==> config.mk <==
export PLATFORM = sky130hd
export DESIGN_NAME = lsu_mem_master
export DESIGN_NICKNAME = d
export VERILOG_FILES = /design/src/rtl/lsu_defs.sv /design/src/rtl/lsu_byte_lane.sv /design/src/rtl/lsu_mem_master.sv
export SDC_FILE = /design/constraint.sdc
export NUM_CORES = 1
export LEC_CHECK = 0
export ABC_AREA = 1
export ABC_CLOCK_PERIOD_IN_PS = 2700
export CORE_UTILIZATION = 34
export CTS_CLUSTER_SIZE = 16
export DETAILED_ROUTE_END_ITERATION = 7
export GPL_TIMING_DRIVEN = 0
export PLACE_DENSITY = 0.56
export SLEW_MARGIN = 20
export SYNTH_ARGS = -nofsm -noshare
export SYNTH_HDL_FRONTEND = slang
export SYNTH_SLANG_ARGS = --single-unit
==> constraint.sdc <==
create_clock -name clk -period 2.7 [get_ports clk]
set_clock_uncertainty 0.2 [all_clocks]
set_input_delay 0.27 -clock clk [delete_from_list [all_inputs] [get_ports clk]]
set_output_delay 0.27 -clock clk [all_outputs]
set_load 0.005 [all_outputs]
==> src/rtl/lsu_defs.sv <==
// Shared definitions for the LSU data-port master.
// Size codes, FSM state encoding and default data-region limit.
package lsu_defs;

    localparam logic [1:0] LSU_SZ_B = 2'b00;
    localparam logic [1:0] LSU_SZ_H = 2'b01;
    localparam logic [1:0] LSU_SZ_W = 2'b10;

    localparam logic [31:0] LSU_DATA_LIMIT = 32'h0000_3000;

    typedef enum logic [2:0] {
        S_IDLE   = 3'd0,
        S_RD     = 3'd1,
        S_MERGE  = 3'd2,
        S_WSETUP = 3'd3,
        S_WPULSE = 3'd4,
        S_WREL   = 3'd5,
        S_RESP   = 3'd6
    } lsu_state_e;

endpackage

==> src/rtl/lsu_byte_lane.sv <==
// Byte-lane steering: load extract/extend and store merge.
// Ports: addr_lo/size/sgn select lanes; rword = memory word; wdata = store data; ld_data/st_word results.
module lsu_byte_lane
    import lsu_defs::*;
(
    input  logic [1:0]  addr_lo,
    input  logic [1:0]  size,
    input  logic        sgn,
    input  logic [31:0] rword,
    input  logic [31:0] wdata,
    output logic [31:0] ld_data,
    output logic [31:0] st_word
);

    logic [7:0]  b;
    logic [15:0] h;

    always_comb begin
        b       = rword[{addr_lo, 3'b000} +: 8];
        h       = addr_lo[1] ? rword[31:16] : rword[15:0];
        ld_data = '0;
        st_word = rword;
        unique case (size)
            LSU_SZ_B: begin
                ld_data = {{24{sgn & b[7]}}, b};
                st_word[{addr_lo, 3'b000} +: 8] = wdata[7:0];
            end
            LSU_SZ_H: begin
                // addr_lo[0] is ignored: half accesses are lane-aligned
                ld_data = {{16{sgn & h[15]}}, h};
                if (addr_lo[1]) st_word[31:16] = wdata[15:0];
                else            st_word[15:0]  = wdata[15:0];
            end
            LSU_SZ_W: begin
                ld_data = rword;
                st_word = wdata;
            end
            default: begin
                ld_data = '0;
                st_word = rword;
            end
        endcase
    end

endmodule

==> src/rtl/lsu_mem_master.sv <==
// Data-side memory master: one load/store at a time, RMW for sub-word stores.
// Ports: req_* from pipeline, rsp_* pulse back, data_addr/data_in/mem_read/mem_write/data_out to memory.
// Macro LSU_MISALIGN_TRAP_EN: misaligned half/word accesses return rsp_err instead of force-aligning.
module lsu_mem_master
    import lsu_defs::*;
#(
    parameter int          RD_WAIT    = 1,
    parameter int          WR_HOLD    = 2,
    parameter logic [31:0] DATA_LIMIT = LSU_DATA_LIMIT
) (
    input  logic        clk,
    input  logic        rst_n,
    input  logic        req_valid,
    output logic        req_ready,
    input  logic        req_we,
    input  logic [1:0]  req_size,
    input  logic        req_signed,
    input  logic [31:0] req_addr,
    input  logic [31:0] req_wdata,
    output logic        rsp_valid,
    output logic [31:0] rsp_rdata,
    output logic        rsp_err,
    output logic [31:0] data_addr,
    output logic [31:0] data_in,
    output logic        mem_read,
    output logic        mem_write,
    input  logic [31:0] data_out
);

    localparam logic [7:0] RD_LAST = 8'(RD_WAIT);
    localparam logic [7:0] WR_LAST = 8'(WR_HOLD - 1);

    lsu_state_e  state_q, state_d;
    logic [7:0]  cnt_q, cnt_d;
    logic        we_q, we_d;
    logic [1:0]  size_q, size_d;
    logic        sgn_q, sgn_d;
    logic        err_q, err_d;
    logic [31:0] addr_q, addr_d;
    logic [31:0] wdata_q, wdata_d;
    logic [31:0] din_q, din_d;
    logic [31:0] rdata_q, rdata_d;

    logic [31:0] ld_data;
    logic [31:0] st_word;
    logic        bad;

    lsu_byte_lane u_lane (
        .addr_lo (addr_q[1:0]),
        .size    (size_q),
        .sgn     (sgn_q),
        .rword   (rdata_q),
        .wdata   (wdata_q),
        .ld_data (ld_data),
        .st_word (st_word)
    );

    always_comb begin
        bad = (req_size == 2'b11) || ((req_addr | 32'd3) >= DATA_LIMIT);
`ifdef LSU_MISALIGN_TRAP_EN
        if ((req_size == LSU_SZ_H && req_addr[0]) ||
            (req_size == LSU_SZ_W && req_addr[1:0] != 2'b00))
            bad = 1'b1;
`endif
    end

    always_comb begin
        state_d = state_q;
        cnt_d   = cnt_q;
        we_d    = we_q;
        size_d  = size_q;
        sgn_d   = sgn_q;
        err_d   = err_q;
        addr_d  = addr_q;
        wdata_d = wdata_q;
        din_d   = din_q;
        rdata_d = rdata_q;
        unique case (state_q)
            S_IDLE: begin
                if (req_valid) begin
                    we_d    = req_we;
                    size_d  = req_size;
                    sgn_d   = req_signed;
                    addr_d  = req_addr;
                    wdata_d = req_wdata;
                    err_d   = bad;
                    cnt_d   = '0;
                    if (bad)
                        state_d = S_RESP;
                    else if (req_we && req_size == LSU_SZ_W) begin
                        din_d   = req_wdata;
                        state_d = S_WSETUP;
                    end else
                        state_d = S_RD;
                end
            end
            S_RD: begin
                if (cnt_q == RD_LAST) begin
                    rdata_d = data_out;
                    state_d = we_q ? S_MERGE : S_RESP;
                end else
                    cnt_d = cnt_q + 8'd1;
            end
            S_MERGE: begin
                din_d   = st_word;
                state_d = S_WSETUP;
            end
            S_WSETUP: begin
                cnt_d   = '0;
                state_d = S_WPULSE;
            end
            S_WPULSE: begin
                if (cnt_q == WR_LAST) state_d = S_WREL;
                else                  cnt_d   = cnt_q + 8'd1;
            end
            S_WREL: state_d = S_RESP;
            S_RESP: state_d = S_IDLE;
            default: state_d = S_IDLE;
        endcase
    end

    always_ff @(posedge clk) begin
        if (!rst_n) begin
            state_q <= S_IDLE;
            cnt_q   <= '0;
            we_q    <= 1'b0;
            size_q  <= '0;
            sgn_q   <= 1'b0;
            err_q   <= 1'b0;
            addr_q  <= '0;
            wdata_q <= '0;
            din_q   <= '0;
            rdata_q <= '0;
        end else begin
            state_q <= state_d;
            cnt_q   <= cnt_d;
            we_q    <= we_d;
            size_q  <= size_d;
            sgn_q   <= sgn_d;
            err_q   <= err_d;
            addr_q  <= addr_d;
            wdata_q <= wdata_d;
            din_q   <= din_d;
            rdata_q <= rdata_d;
        end
    end

    always_comb begin
        req_ready = (state_q == S_IDLE);
        mem_read  = (state_q == S_RD);
        mem_write = (state_q == S_WPULSE);
        rsp_valid = (state_q == S_RESP);
        rsp_err   = rsp_valid & err_q;
        rsp_rdata = (rsp_valid && !we_q && !err_q) ? ld_data : '0;
        data_addr = {addr_q[31:2], 2'b00};
        data_in   = din_q;
    end

endmodule

-- Word level (Yosys, flattened, before mapping)
Index checks and enable logic that the tools add are counted.
W data, S select, Z words.
- flip-flop bits (word level): 144
- output and inout port bits: 101
- word-level logic and storage cells: 73
- $add $sub $neg: 2
- $lt $le $gt $ge: 1
- eq/ne operators: 17
- shift-type cells: 3
- multiplexer cells: 21
- bitwise logic cells: 3
- reductions and logical operators: 16
- operator list (operator ; count):
    $pmux W32 S3 ; 2
    $mux W32 ; 4
    $pmux W32 S2 ; 1
    $mux W16 ; 3
    $bwmux W32 ; 1
    $ge A32 B14 Y1 const B ; 1
    $shift A8 B7 Y32 const A ; 1
    $shiftx A32 B6 Y8 ; 1
    $shiftx A8 B7 Y32 ; 1
    $pmux W8 S3 ; 1
    $pmux W3 S6 ; 1
    $mux W8 ; 2
    $mux W3 ; 5
    $eq A3 B3 Y1 const B ; 3
    $add A8 B1 Y8 const B ; 1
    $eq A8 B1 Y1 const B ; 1
    $neg A5 Y7 ; 1
    $eq A2 B2 Y1 const B ; 3
    $eq A3 B2 Y1 const B ; 2
    $ne A2 B1 Y1 const B ; 3
    $ne A2 B2 Y1 const B ; 3
    $reduce_and A3 Y1 ; 2
    $reduce_and A2 Y1 ; 2
    $reduce_and A4 Y1 ; 1
    12 further kinds ; 17

-- Longest topological paths before layout
- depth after elaboration: 6
- gate-level depth with buffers: 15

-- Cells and area by module
A second synthesis with hierarchy kept.
- cell total of the unflattened synthesis: 1473
- area total of the unflattened synthesis: 9072.5 µm²
- modules (own cells, without submodules) (module ; instances ; cells an instance ; area each (µm²) ; sequential area each (µm²)):
    lsu_mem_master ; 1 ; 968 ; 6705.2 ; 2882.8
    lsu_byte_lane ; 1 ; 505 ; 2367.3 ; 0.0

-- Worst setup path before layout
Ideal clock, no wire load.
- path kind: reg2reg
- start point: reg addr_q[1]
- end point: reg din_q[15], in the netlist data_in[15]
- arrival: 1.967 ns
- data required time: 2.387 ns
- path slack: 0.420 ns
- stages on the path, launching flop included: 15
- buffers on the path: 4
- clock period less this slack: 2.280 ns
- path through: dfxtp_1 > buf_4 > inv_1 > clkbuf_1 > ha_1 > buf_2 > inv_1 > buf_2 > nand3_1 > o21a_1 > nor2_1 > nor2_1 > nor2_1 > nor2_1 > nor2_1
- word-level cells in the longest chain between the ends: 5
- ends and longest elaborated chain (item ; RTL line ; source):
    start: declaration ; lsu_mem_master.sv:39 ; logic [31:0] addr_q, addr_d;
    start signal: assignment ; lsu_mem_master.sv:141 ; addr_q <= addr_d;
    $neg A5 Y7 ; lsu_byte_lane.sv:26 ; st_word[{addr_lo, 3'b000} +: 8] = wdata[7:0];
    $shiftx A8 B7 Y32 / $shift A8 B7 Y32 (equally long branches) ; lsu_byte_lane.sv:26 ;
    $bwmux W32 ; lsu_byte_lane.sv:26 ;
    $pmux W32 S3 * ; lsu_byte_lane.sv:23 ; unique case (size)
    $pmux W32 S2 * ; lsu_mem_master.sv:78 ; unique case (state_q)
    end signal: assignment ; lsu_mem_master.sv:143 ; din_q <= din_d;
    end: declaration ; lsu_mem_master.sv:41 ; logic [31:0] din_q, din_d;
Every way passes the cells marked *; elsewhere a longest branch is shown, timed or not.
A chain may end at the register's enable or synchronous reset.

-- Worst setup path in the final report
- start point: reg addr_q[1]
- end point: out rsp_rdata[3]
- word-level cells in the longest chain between the ends: 3
- ends and longest elaborated chain (item ; RTL line ; source):
    $shiftx A32 B6 Y8 / $mux W16 (equally long branches) ; lsu_byte_lane.sv:19, lsu_byte_lane.sv:20 ;
    $pmux W32 S3 * ; lsu_byte_lane.sv:23 ;
    $mux W32 * ; lsu_mem_master.sv:154 ; rsp_rdata = (rsp_valid && !we_q && !err_q) ? ld_data : '0;
    end: declaration ; lsu_mem_master.sv:21 ; output logic [31:0] rsp_rdata,
Marked as above.

==> results.ini <==
[sta]
clock.fmax_ghz=0.376
final-max-slew-violation-count=0
worst-slew-pin-transition_ns=0.692
fin_crit_ns=2.66
max-slew-margin-rel=0.539
final_critical_path_setup_slack_ns=0.0436
timing.final.crit_share=0.984
final_setup_viols=0
hold_viol_final=0
grt_setup_unrepaired=yes
fin_worst_hold_slack_ns=0.213

[cells_and_area]
synthToLayoutAreaGrowth_pct=39.0
final_layout_net_count=1733
area_of_the_multi_input_gates_um2=4620
final_cells=1960
ff_latch_area_um2=2900
num_antenna_cells=0
finalInstanceArea_um2=11700
layout.filler_cells=2630
post_route_cells_drive_above_1_share=0.107

[routing]
routed_wirelength_mm=32.0
vias=9699
drc=0
drt.antenna.violating_nets=0
dr.first_iter.drc_count=565
drt_pass1_iterations=5
avgViaCountPerCell=4.95
routed_wire_length_per_instance_um=16.3

[die]
die_area_um2=25400
die-height_um=160
design.portCount=204
coreArea_um2=24300
core.rowCount=57
die_width_um=160
initial_utilization=0.347

[critical_path]
critical_path.endpoint_type=output pin
regToRegSetupSlack_ns=0.15
critPathRequiredTime_ns=2.23
worst_ep_arrival_time_ns=2.19
r2r-start=addr_q[1]
cpMaxStageDelayCell=sky130_fd_sc_hd__clkdlybuf4s50_1
worst-setup-path-type=reg2out
critical_path.startpoint=addr_q[1]
critical-path-top-cell-by-count=sky130_fd_sc_hd__nand2_1
worstSetupStartpointType=flop
critical-path-max-stage-delay_ns=0.49
path_max_fanout=10
timing.critical_path.cells=buf_6 -> inv_4 -> buf_8 -> nand2_1 -> o21ai_2 -> nand2_1 -> o211ai_1 -> nand2_1 -> inv_1 -> clkdlybuf4s50_1

[yosys]
ys_top_cells_by_area=sky130_fd_sc_hd__dfxtp_1 (34%), sky130_fd_sc_hd__nand2_1 (18%), sky130_fd_sc_hd__nor2_1 (8.8%)
register_bit_count_reported_by_yosys=144
synth_cell_count_leaders=sky130_fd_sc_hd__nand2_1 (403), sky130_fd_sc_hd__nor2_1 (197), sky130_fd_sc_hd__dfxtp_1 (144)
synthesis.area_um2=8430
synth_largest_type_area_fraction=0.342
synth.most_common_cell=sky130_fd_sc_hd__nand2_1
synth_enable_flop_cells=0
seq_area_frac_synth=0.342
post_synth_num_cell_types=32
post_synth.cell_area_avg_um2=6.09
largest_area_contributor_in_the_netlist=sky130_fd_sc_hd__dfxtp_1
synth_ff_type=sky130_fd_sc_hd__dfxtp_1
synth-warning-count=0
async_reset_ff_frac=0
netlist_instances=1384

[placement]
hpwl_mm=24.7
gp_routability_congestion=0.924
dp_cells=1910
numPortBuffers=201
dpl_cell_area_um2=10900
dpl_worst_slack_ns=-0.244

[power_and_ir_drop]
p_sw_mw=4.53
vdd.ir_drop.worst_mv=0.429
cellLeakagePower_nw=5.07
seqPwrFrac=0.292
sw_frac_of_total=0.437
combPwrFrac=0.489
power.density_nw_per_um2=884
internal-power_mw=5.84
clock_power_share=0.219

[clock_network]
cts_sinks=144
tritoncts.num_buffers=17
tritoncts=built
clk_latency_ns=0.44
cts_buffer_depth=2
clk_pin_slew_ns=0.07
cts.hold.buffers_added=0
total_number_of_h_tree_levels=4
clk_root_buffer_cell=sky130_fd_sc_hd__clkbuf_16

[flow_run]
number_of_violations_of_the_max_capacitance_limit=0

[global_routing]
initial_antenna_violation_count=0
via_count_of_the_first_global_routing_pass=9051
maximum_number_of_pins_on_one_net_before_global_route_repair=20
grt_overflow_total=0
first_pass_grt_wire_length_mm=49.4
track_usage=0.250

[hold_path]
holdCritStartpoint=data_out[20]
hold_path_class=in2reg

[status]
outcome=finished, final reports clean

[state kept, by name, indices dropped and copies added, names as in the netlist]
name	flops
err_q	1
size_q	2
wdata_q	32
state_q	3
we_q	1
sgn_q	1
cnt_q	8
addr_q	32
data_in	32
rdata_q	32
[timing repair]
item                                    4_1_cts  5_1_grt
pin swaps                                     9        5
setup buffers                                15        5
gates resized for setup                      83       21
cloned                                        0        0
endpoints found under the setup margin       47       10
hold endpoints to repair                      0        0
[path summary, 6_finish.rpt]
check	end	cells after the start
setup / recovery	rsp_rdata[3]	10
hold / removal	rdata_q[20]	3
setup reg to reg	data_in[15]	14
hold reg to reg	addr_q[10]	2
[stage by stage]
step | utilization | power, mW | TNS, ns
2_1_floorplan | - | 5.91 | 0
3_3_place_gp | 0.446 | 7.83 | -3.41
3_5_place_dp | 0.446 | 7.85 | -4.18
4_1_cts | 0.478 | 10.3 | 0
5_1_grt | 0.482 | 11.1 | -0.0388
6_report | 0.482 | 10.4 | 0
[power by group through the flow]
stage	combinational (mW)	sequential (mW)	clock, mW
final	5.07	3.03	2.27
after global routing	5.65	3.09	2.40
after CTS	5.00	3.02	2.30
after detailed placement	4.81	3.04	0
after global placement	4.78	3.04	0
after floorplan	2.96	2.95	0
[critical path, delay by kind of cell (launching register included)]
family,cells,cell delay (ns)
AO/OA/AOI/OAI,2,0.21
buffers and inverters,5,0.94
flip-flops,1,0.33
AND/OR/NAND/NOR,3,0.26
[layout by cell type (no fill, tap or decap), types with 4 or more instances in the layout]
cell | synthesis | layout
sky130_fd_sc_hd__o21a_1 | 7 | 7
sky130_fd_sc_hd__ha_1 | 7 | 7
sky130_fd_sc_hd__dfxtp_2 | 0 | 4
sky130_fd_sc_hd__clkbuf_16 | 0 | 17
sky130_fd_sc_hd__clkdlybuf4s50_1 | 0 | 173
sky130_fd_sc_hd__nor2_4 | 3 | 5
sky130_fd_sc_hd__inv_2 | 11 | 11
sky130_fd_sc_hd__o21ai_1 | 4 | 5
sky130_fd_sc_hd__o21ai_0 | 96 | 88
sky130_fd_sc_hd__nand3_1 | 116 | 115
sky130_fd_sc_hd__nor2_1 | 197 | 196
sky130_fd_sc_hd__a21oi_1 | 135 | 132
sky130_fd_sc_hd__nand2_2 | 4 | 6
sky130_fd_sc_hd__a22oi_1 | 7 | 7
sky130_fd_sc_hd__nand2_1 | 403 | 400
sky130_fd_sc_hd__nand4_1 | 4 | 4
sky130_fd_sc_hd__clkinvlp_4 | 0 | 7
sky130_fd_sc_hd__dfxtp_1 | 144 | 137
sky130_fd_sc_hd__buf_2 | 24 | 17
sky130_fd_sc_hd__o21ai_2 | 2 | 7
sky130_fd_sc_hd__buf_4 | 39 | 62
sky130_fd_sc_hd__o221ai_1 | 5 | 5
sky130_fd_sc_hd__buf_1 | 6 | 5
sky130_fd_sc_hd__inv_6 | 0 | 7
sky130_fd_sc_hd__inv_1 | 106 | 103
sky130_fd_sc_hd__o211ai_1 | 4 | 4
sky130_fd_sc_hd__dlygate4sd2_1 | 0 | 25
sky130_fd_sc_hd__clkbuf_1 | 41 | 35
[cell type report]
| class | count | area share |
|---|---|---|
| clock buffer | 17 | 0.0363 |
| multi-input combinational | 1014 | 0.394 |
| tap | 324 | 0.0346 |
| timing repair buffer | 221 | 0.182 |
| sequential | 144 | 0.247 |
| buffer | 108 | 0.0557 |
| clock inverter | 15 | 0.0105 |
| inverter | 117 | 0.0386 |
[cell families (layout without fill, tap and decap cells)]
| group | Yosys count | after routing | share of synthesized area |
|---|---|---|---|
| adders and majority gates | 7 | 7 | 0.0104 |
| AOI/OAI and AO/OA | 266 | 266 | 0.168 |
| DFF | 144 | 144 | 0.342 |
| buffers and inverters | 227 | 478 | 0.122 |
| xor gates and xnor gates | 1 | 1 | 0.00104 |
| other | 1 | 2 | 0.000445 |
| and+or+nand+nor | 738 | 738 | 0.356 |
[layer usage]
metal | GRT usage | wire (um) | up-vias
li1 | - | - | 4873
met1 | 0.310 | 13600 | 4445
met2 | 0.426 | 15400 | 340
met3 | 0.0581 | 2310 | 41
met4 | 0.0791 | 724 | 0
met5 | 0 | 0 | -
Power figures use the tool's default switching activity.
